`src/rtl/tcam_search_if.sv`:
```
// Request/response bundle for tcam_search: write, invalidate, flush, search and result stream.
// master = requester side, slave = the TCAM.
interface tcam_search_if #(
  parameter int CAM_DW = 32,
  parameter int CAM_AW = 4
) ();
  logic              wr_valid;
  logic [CAM_AW-1:0] wr_addr;
  logic [CAM_DW-1:0] wr_data;
  logic [CAM_DW-1:0] wr_care;
  logic              wr_ready;

  logic              inv_valid;
  logic [CAM_AW-1:0] inv_addr;
  logic              inv_ready;

  logic              flush;

  logic              srch_valid;
  logic [CAM_DW-1:0] srch_key;
  logic [CAM_DW-1:0] srch_mask;
  logic              srch_ready;

  logic              res_valid;
  logic              res_ready;
  logic              res_hit;
  logic [CAM_AW-1:0] res_addr;
  logic [CAM_DW-1:0] res_data;
  logic              res_last;
  logic [CAM_AW:0]   match_cnt;

  modport master (
    output wr_valid, wr_addr, wr_data, wr_care,
    output inv_valid, inv_addr,
    output flush,
    output srch_valid, srch_key, srch_mask,
    output res_ready,
    input  wr_ready, inv_ready, srch_ready,
    input  res_valid, res_hit, res_addr, res_data, res_last, match_cnt
  );

  modport slave (
    input  wr_valid, wr_addr, wr_data, wr_care,
    input  inv_valid, inv_addr,
    input  flush,
    input  srch_valid, srch_key, srch_mask,
    input  res_ready,
    output wr_ready, inv_ready, srch_ready,
    output res_valid, res_hit, res_addr, res_data, res_last, match_cnt
  );
endinterface

```
`src/rtl/tcam_search.sv`:
```
// Ternary CAM with per-entry care bits and per-search mask; streams every hit
// in ascending address order, or a single miss beat when nothing matches.
module tcam_search #(
  parameter int CAM_DW = 32,
  parameter int CAM_AW = 4
) (
  input logic          clk,
  input logic          rst,
  tcam_search_if.slave bus
);
  localparam int unsigned DEPTH = 1 << CAM_AW;

  typedef enum logic [1:0] {IDLE, MATCH, DRAIN} state_t;

  state_t            state;
  logic [CAM_DW-1:0] data_mem [DEPTH];
  logic [CAM_DW-1:0] care_mem [DEPTH];
  logic [DEPTH-1:0]  valid;
  logic [DEPTH-1:0]  hit_vec;
  logic [DEPTH-1:0]  match_vec;
  logic [DEPTH-1:0]  sel_vec;
  logic [CAM_DW-1:0] key_q;
  logic [CAM_DW-1:0] mask_q;
  logic [CAM_AW-1:0] sel_idx;
  logic              sel_found;
  logic [CAM_AW:0]   sel_cnt;
  logic              wr_fire;
  logic              inv_fire;
  logic              srch_fire;
  logic              res_fire;

  assign bus.wr_ready   = (state == IDLE);
  assign bus.inv_ready  = (state == IDLE) && !bus.wr_valid;
  assign bus.srch_ready = (state == IDLE) && !bus.wr_valid && !bus.inv_valid && !bus.flush;

  assign wr_fire   = bus.wr_valid && bus.wr_ready;
  assign inv_fire  = bus.inv_valid && bus.inv_ready;
  assign srch_fire = bus.srch_valid && bus.srch_ready;
  assign res_fire  = bus.res_valid && bus.res_ready;

  always_comb begin
    match_vec = '0;
    for (int unsigned i = 0; i < DEPTH; i++) begin
      match_vec[i] = valid[i] && (((data_mem[i] ^ key_q) & care_mem[i] & mask_q) == '0);
    end
  end

  // sel_vec is the set the next beat is chosen from: the fresh match set in
  // MATCH, or the pending set minus the beat being handed off in DRAIN.
  always_comb begin
    sel_vec = '0;
    if (state == MATCH) begin
      sel_vec = match_vec;
    end else begin
      sel_vec = hit_vec;
      sel_vec[bus.res_addr] = 1'b0;
    end
    sel_found = 1'b0;
    sel_idx   = '0;
    sel_cnt   = '0;
    for (int unsigned i = 0; i < DEPTH; i++) begin
      if (sel_vec[i] && !sel_found) begin
        sel_found = 1'b1;
        sel_idx   = CAM_AW'(i);
      end
      sel_cnt = sel_cnt + (CAM_AW + 1)'(sel_vec[i]);
    end
  end

  always_ff @(posedge clk) begin
    if (wr_fire && !rst) begin
      data_mem[bus.wr_addr] <= bus.wr_data;
      care_mem[bus.wr_addr] <= bus.wr_care;
    end
  end

  always_ff @(posedge clk) begin
    if (rst) begin
      state         <= IDLE;
      valid         <= '0;
      hit_vec       <= '0;
      key_q         <= '0;
      mask_q        <= '0;
      bus.res_valid <= 1'b0;
      bus.res_hit   <= 1'b0;
      bus.res_addr  <= '0;
      bus.res_data  <= '0;
      bus.res_last  <= 1'b0;
      bus.match_cnt <= '0;
    end else begin
      case (state)
        IDLE: begin
          // Later assignments win, so a same-cycle write survives a flush.
          if (bus.flush) valid <= '0;
          if (inv_fire) valid[bus.inv_addr] <= 1'b0;
          if (wr_fire) valid[bus.wr_addr] <= 1'b1;
          if (srch_fire) begin
            key_q  <= bus.srch_key;
            mask_q <= bus.srch_mask;
            state  <= MATCH;
          end
        end
        MATCH: begin
          hit_vec       <= sel_vec;
          bus.match_cnt <= sel_cnt;
          bus.res_valid <= 1'b1;
          bus.res_hit   <= sel_found;
          bus.res_addr  <= sel_idx;
          bus.res_data  <= sel_found ? data_mem[sel_idx] : '0;
          bus.res_last  <= (sel_cnt <= (CAM_AW + 1)'(1));
          state         <= DRAIN;
        end
        DRAIN: begin
          if (res_fire) begin
            if (bus.res_last) begin
              bus.res_valid <= 1'b0;
              state         <= IDLE;
            end else begin
              hit_vec      <= sel_vec;
              bus.res_hit  <= 1'b1;
              bus.res_addr <= sel_idx;
              bus.res_data <= data_mem[sel_idx];
              bus.res_last <= (sel_cnt == (CAM_AW + 1)'(1));
            end
          end
        end
        default: state <= IDLE;
      endcase
    end
  end
endmodule

```
`src/flat_wrapper.sv`:
```
// flat-port wrapper written by rule: the top's interface ports become plain ports
module tcam_search_flat 
#(
  parameter int CAM_DW = 32,
  parameter int CAM_AW = 4
)
  (clk, rst, bus_wr_valid, bus_wr_addr, bus_wr_data, bus_wr_care, bus_inv_valid, bus_inv_addr, bus_flush, bus_srch_valid, bus_srch_key, bus_srch_mask, bus_res_ready, bus_wr_ready, bus_inv_ready, bus_srch_ready, bus_res_valid, bus_res_hit, bus_res_addr, bus_res_data, bus_res_last, bus_match_cnt);
  tcam_search_if #(.CAM_DW(CAM_DW), .CAM_AW(CAM_AW)) bus_i ();
  input logic clk;
  input logic rst;
  input wire logic [$bits(bus_i.wr_valid)-1:0] bus_wr_valid;
  input wire logic [$bits(bus_i.wr_addr)-1:0] bus_wr_addr;
  input wire logic [$bits(bus_i.wr_data)-1:0] bus_wr_data;
  input wire logic [$bits(bus_i.wr_care)-1:0] bus_wr_care;
  input wire logic [$bits(bus_i.inv_valid)-1:0] bus_inv_valid;
  input wire logic [$bits(bus_i.inv_addr)-1:0] bus_inv_addr;
  input wire logic [$bits(bus_i.flush)-1:0] bus_flush;
  input wire logic [$bits(bus_i.srch_valid)-1:0] bus_srch_valid;
  input wire logic [$bits(bus_i.srch_key)-1:0] bus_srch_key;
  input wire logic [$bits(bus_i.srch_mask)-1:0] bus_srch_mask;
  input wire logic [$bits(bus_i.res_ready)-1:0] bus_res_ready;
  output wire logic [$bits(bus_i.wr_ready)-1:0] bus_wr_ready;
  output wire logic [$bits(bus_i.inv_ready)-1:0] bus_inv_ready;
  output wire logic [$bits(bus_i.srch_ready)-1:0] bus_srch_ready;
  output wire logic [$bits(bus_i.res_valid)-1:0] bus_res_valid;
  output wire logic [$bits(bus_i.res_hit)-1:0] bus_res_hit;
  output wire logic [$bits(bus_i.res_addr)-1:0] bus_res_addr;
  output wire logic [$bits(bus_i.res_data)-1:0] bus_res_data;
  output wire logic [$bits(bus_i.res_last)-1:0] bus_res_last;
  output wire logic [$bits(bus_i.match_cnt)-1:0] bus_match_cnt;
  assign bus_i.wr_valid = bus_wr_valid;
  assign bus_i.wr_addr = bus_wr_addr;
  assign bus_i.wr_data = bus_wr_data;
  assign bus_i.wr_care = bus_wr_care;
  assign bus_i.inv_valid = bus_inv_valid;
  assign bus_i.inv_addr = bus_inv_addr;
  assign bus_i.flush = bus_flush;
  assign bus_i.srch_valid = bus_srch_valid;
  assign bus_i.srch_key = bus_srch_key;
  assign bus_i.srch_mask = bus_srch_mask;
  assign bus_i.res_ready = bus_res_ready;
  assign bus_wr_ready = bus_i.wr_ready;
  assign bus_inv_ready = bus_i.inv_ready;
  assign bus_srch_ready = bus_i.srch_ready;
  assign bus_res_valid = bus_i.res_valid;
  assign bus_res_hit = bus_i.res_hit;
  assign bus_res_addr = bus_i.res_addr;
  assign bus_res_data = bus_i.res_data;
  assign bus_res_last = bus_i.res_last;
  assign bus_match_cnt = bus_i.match_cnt;
  tcam_search #(.CAM_DW(CAM_DW), .CAM_AW(CAM_AW)) u_core (.clk(clk), .rst(rst), .bus(bus_i));
endmodule
```
`config.mk`:
```
export PLATFORM = sky130hd
export DESIGN_NAME = tcam_search_flat
export DESIGN_NICKNAME = d
export VERILOG_FILES = /design/src/rtl/tcam_search_if.sv /design/src/rtl/tcam_search.sv /design/src/flat_wrapper.sv
export SDC_FILE = /design/constraint.sdc
export NUM_CORES = 2
export LEC_CHECK = 0
export ABC_AREA = 1
export CORE_ASPECT_RATIO = 1.25
export CORE_MARGIN = 3
export CORE_UTILIZATION = 55
export CTS_CLUSTER_SIZE = 20
export DETAILED_ROUTE_END_ITERATION = 10
export GPL_ROUTABILITY_DRIVEN = 0
export HOLD_SLACK_MARGIN = 0.1
export PLACE_DENSITY = 0.74
export SLEW_MARGIN = 0
export SYNTH_ARGS = -nofsm -noshare
export SYNTH_HDL_FRONTEND = slang
export SYNTH_SLANG_ARGS = --single-unit
```
`constraint.sdc`:
```
create_clock -name clk -period 8.4 [get_ports clk]
set_input_delay 1.68 -clock clk [delete_from_list [all_inputs] [get_ports clk]]
set_output_delay 1.68 -clock clk [all_outputs]
set_load 0.02 [all_outputs]
```
==> impl_metrics.ini <==
[global_routing]
grt_use_total_pct = 36.4
grt_pass1_wl_um = 262000
gr-total-overflow = 0
grt_max_degree = 194
antenna_found_initial = 16
grt_pass1_vias = 38831

[power]
ir_drop_v = 0.00122
switchingPower_w = 0.0116
power_frac_seq_pct = 27.6
switching_share_pct = 47.3
power_density_nw_per_um2 = 415
power.internal_w = 0.0129
p_total_w = 0.0246
leakage_nw = 21.4
pwr-share-comb_pct = 51.5
clkPwrFrac_pct = 20.9

[final_layout]
nNetsFinal = 5346
fillers = 7409
areaGrowthSynthToFinish_pct = 12.4
drive_above_1_share_pct = 6.48

[route]
highest_layer = met5
wl_per_cell_um = 28.1
totalWireLength_um = 185000
vias = 42001
drc_errors = 0
drtIter0Drc = 7885
viasPerCell = 6.39
ant_nets = 0
wl_met2_um = 80900
wl_met3_um = 25000
drt_first_pass_iters = 7
wl_met1_um = 62200

[job]
maxCapViolations = 1

[synthesis]
yosysTopAreaCell = edfxtp_1
syn_avg_cell_area_um2 = 10.3
syn-num-nets = 5273
yosysUniqueCellTypes = 51
synth_top_area_share_pct = 58.4
syn_area_um2 = 52700
ys_top_cells_by_area = edfxtp_1 58%, nand2_1 8.5%, nand3_1 7.7%, dfxtp_1 5.4%, a21oi_1 3.4%
ys_ff_latch = 1166
synth_top_family_by_area = simple AND/OR/NAND/NOR gates
synth_xor_area_share_pct = 2.31
synth_compound_area_share_pct = 8.04
synthCells = 5110
ys_warn_count = 0
synth_edf_count = 1024
yosys.area_share.simple_pct = 19.9
synth_flop_cell = edfxtp_1
synthMuxAreaShare_pct = 0
ys_async_sr_fraction_pct = 0
synthAdderAreaFrac_pct = 0.617
ys_seq_area_share_pct = 63.7

[clock_tree]
cts_tree = built
clk_path_buf_depth = 3
clk_pin_slew_ns = 0.07
numCtsBuffers = 111
clk_latency_ns = 0.71
htree_levels = 3
postCtsHoldBufs = 0
root_buffer = clkbuf_16
clock_sinks = 1166

[sta]
clock_skew_ns = 0.0454
worst_slew_pin_slew_ns = 1.49
setup_violations = 0
fin_crit_ns = 8.04
slew-limit-headroom_pct = 0.898
fin_tns_setup_ns = 0
hold_viol = 0
rsz0062_at_grt = no
fmax_mhz = 124
maxSlewViolCount = 0
period_share_pct = 95.7

[placed_design]
io_buffers = 189
place_hpwl_um = 118000

[die]
coreArea_um2 = 94700
die_area_um2 = 99600
start_util_pct = 55.6
rows = 126
die_x_um = 283
io-pin-count = 190
die_y_um = 352

[worst_setup_path]
cp.arrival_ns = 8.65
crit_type = flop to flop
rrSetupSlack_ns = 0.36
crit_path_start_kind = flop
cp_data_required_time_ns = 9.01
path_max_fanout = 25
worstSetupEndpointType = flop

[min_path]
hold_class = flop to flop

[status]
violations = capacitance limit
status = complete, but fails checks
-- worst paths after layout --
check / end / start / depth (start not counted)
hold / removal: u_core.bus.res_data[30]$_SDFFE_PP0P_ / u_core.bus.res_data[30]$_SDFFE_PP0P_ / 2
setup / recovery: u_core.bus.res_last$_SDFFE_PP0P_ / u_core.key_q[29]$_SDFFE_PP0P_ / 23
setup reg to reg: u_core.bus.res_last$_SDFFE_PP0P_ / u_core.key_q[29]$_SDFFE_PP0P_ / 23
hold reg to reg: u_core.bus.res_data[30]$_SDFFE_PP0P_ / u_core.bus.res_data[30]$_SDFFE_PP0P_ / 2
-- layout by cell type, fill, tap and decap left out, drive strengths merged, types with 4 or more instances in the layout --
master | synthesis | final
xor2 | 87 | 87
buf | 234 | 84
ha | 10 | 10
clkinv | 2 | 37
nor4 | 19 | 19
nor3 | 26 | 26
edfxtp | 1024 | 1024
clkinvlp | 0 | 7
a311oi | 13 | 13
o211ai | 79 | 79
clkdlybuf4s50 | 0 | 188
or2 | 14 | 14
nand3 | 817 | 817
nor2 | 187 | 187
bufinv | 0 | 9
a31oi | 5 | 5
a21oi | 356 | 356
clkbuf | 78 | 156
inv | 317 | 320
diode | 0 | 8
nand3b | 25 | 25
o22ai | 48 | 48
nand4 | 89 | 89
o2111a | 4 | 4
o21bai | 4 | 4
xnor2 | 52 | 52
fa | 10 | 10
dfxtp | 142 | 142
nand2 | 1200 | 1200
o21ai | 253 | 253
-- cells in the mapped netlist, types with 8 or more instances --
library cell,count
a21oi_1,356
a311oi_1,13
buf_1,13
buf_2,176
buf_4,30
buf_6,15
clkbuf_1,78
dfxtp_1,142
edfxtp_1,1024
fa_1,10
ha_1,10
inv_1,280
inv_2,37
nand2_1,1194
nand3_1,813
nand3b_1,25
nand4_1,88
nor2_1,184
nor3_1,24
nor4_1,19
o211ai_1,79
o21ai_0,226
o21ai_1,26
o22ai_1,48
or2_2,8
xnor2_1,52
xor2_1,87
-- through the flow --
step / util (%) / hold slack [ns] / cells / instance area, um2 / setup WS, ns
finish: 62.5 / 0.463 / 6568 / 59200 / 0.358
global route: 62.5 / 0.481 / 6562 / 59200 / 0.299
CTS: 62.5 / 0.466 / 6560 / 59200 / 0.510
detailed placement: 58.5 / 0.456 / 6350 / 55500 / 0.557
global placement: 58.5 / 0.455 / 6350 / 55500 / 0.639
floorplan: - / 0.454 / 5110 / 52700 / 2.96
-- critical path, cell delays in order, from the launching register on --
cell	delay, ns
dfxtp_1	1.02
inv_2	0.12
nand2_1	0.10
a21oi_1	0.15
nor4_2	0.75
nand4_1	0.61
nor4_1	0.92
nand3_1	0.33
nand2_1	0.21
ha_1	0.25
inv_1	0.07
fa_1	0.45
fa_1	0.52
inv_1	0.06
fa_1	0.48
inv_1	0.05
fa_1	0.50
fa_1	0.19
inv_1	0.06
fa_1	0.45
xnor2_1	0.16
nor4_1	0.28
nand3_1	0.10
a21oi_1	0.13
-- final cells by class --
type / count / area [um2] / area share [%]
multi-input combinational: 3313 / 16500 / 27.8
antenna: 8 / 20.0 / 0.0338
clock buffer: 156 / 3200 / 5.41
sequential: 1166 / 33600 / 56.7
tap: 1280 / 1600 / 2.70
inverter: 319 / 1200 / 2.03
clock inverter: 54 / 529 / 0.894
timing repair buffer: 272 / 2590 / 4.37
-- repair_timing --
item                                    CTS  global route
resized for setup                         0             1
endpoints found under the setup margin    0             1
buffers inserted                          0             0
-- cells by family (layout without fill, tap and decap cells) --
logic type,after synthesis,after routing
xor+xnor,139,139
simple gates,2384,2384
fa+ha+maj,20,20
buf+inv,631,801
compound gates,770,770
flops,1166,1166
other cells,0,8
-- layer usage --
| metal | up-vias | track usage (%) |
|---|---|---|
| li1 | 18139 | - |
| met1 | 19890 | 46.5 |
| met2 | 3263 | 54.2 |
| met3 | 697 | 8.74 |
| met4 | 12 | 26.6 |
| met5 | - | 0 |
-- flip-flops by register name, summed over array words and instances, names as in the netlist, 4 cells and up --
register,count
u_core.mask_q,32
u_core.key_q,32
u_core.data_mem,512
u_core.care_mem,512
u_core.hit_vec,16
u_core.bus.res_addr,4
u_core.bus.res_data,32
u_core.bus.match_cnt,5
u_core.valid,16
-- power by group through the flow --
| stage | registers, W | clock network, W | logic (W) |
|---|---|---|---|
| global route | 0.00678 | 0.00535 | 0.0134 |
| finish | 0.00677 | 0.00514 | 0.0126 |
| global placement | 0.00688 | 0 | 0.0120 |
| floorplan | 0.00690 | 0 | 0.00829 |
| detailed placement | 0.00688 | 0 | 0.0122 |
| CTS | 0.00676 | 0.00514 | 0.0122 |
(Power assumes the default switching activity.)
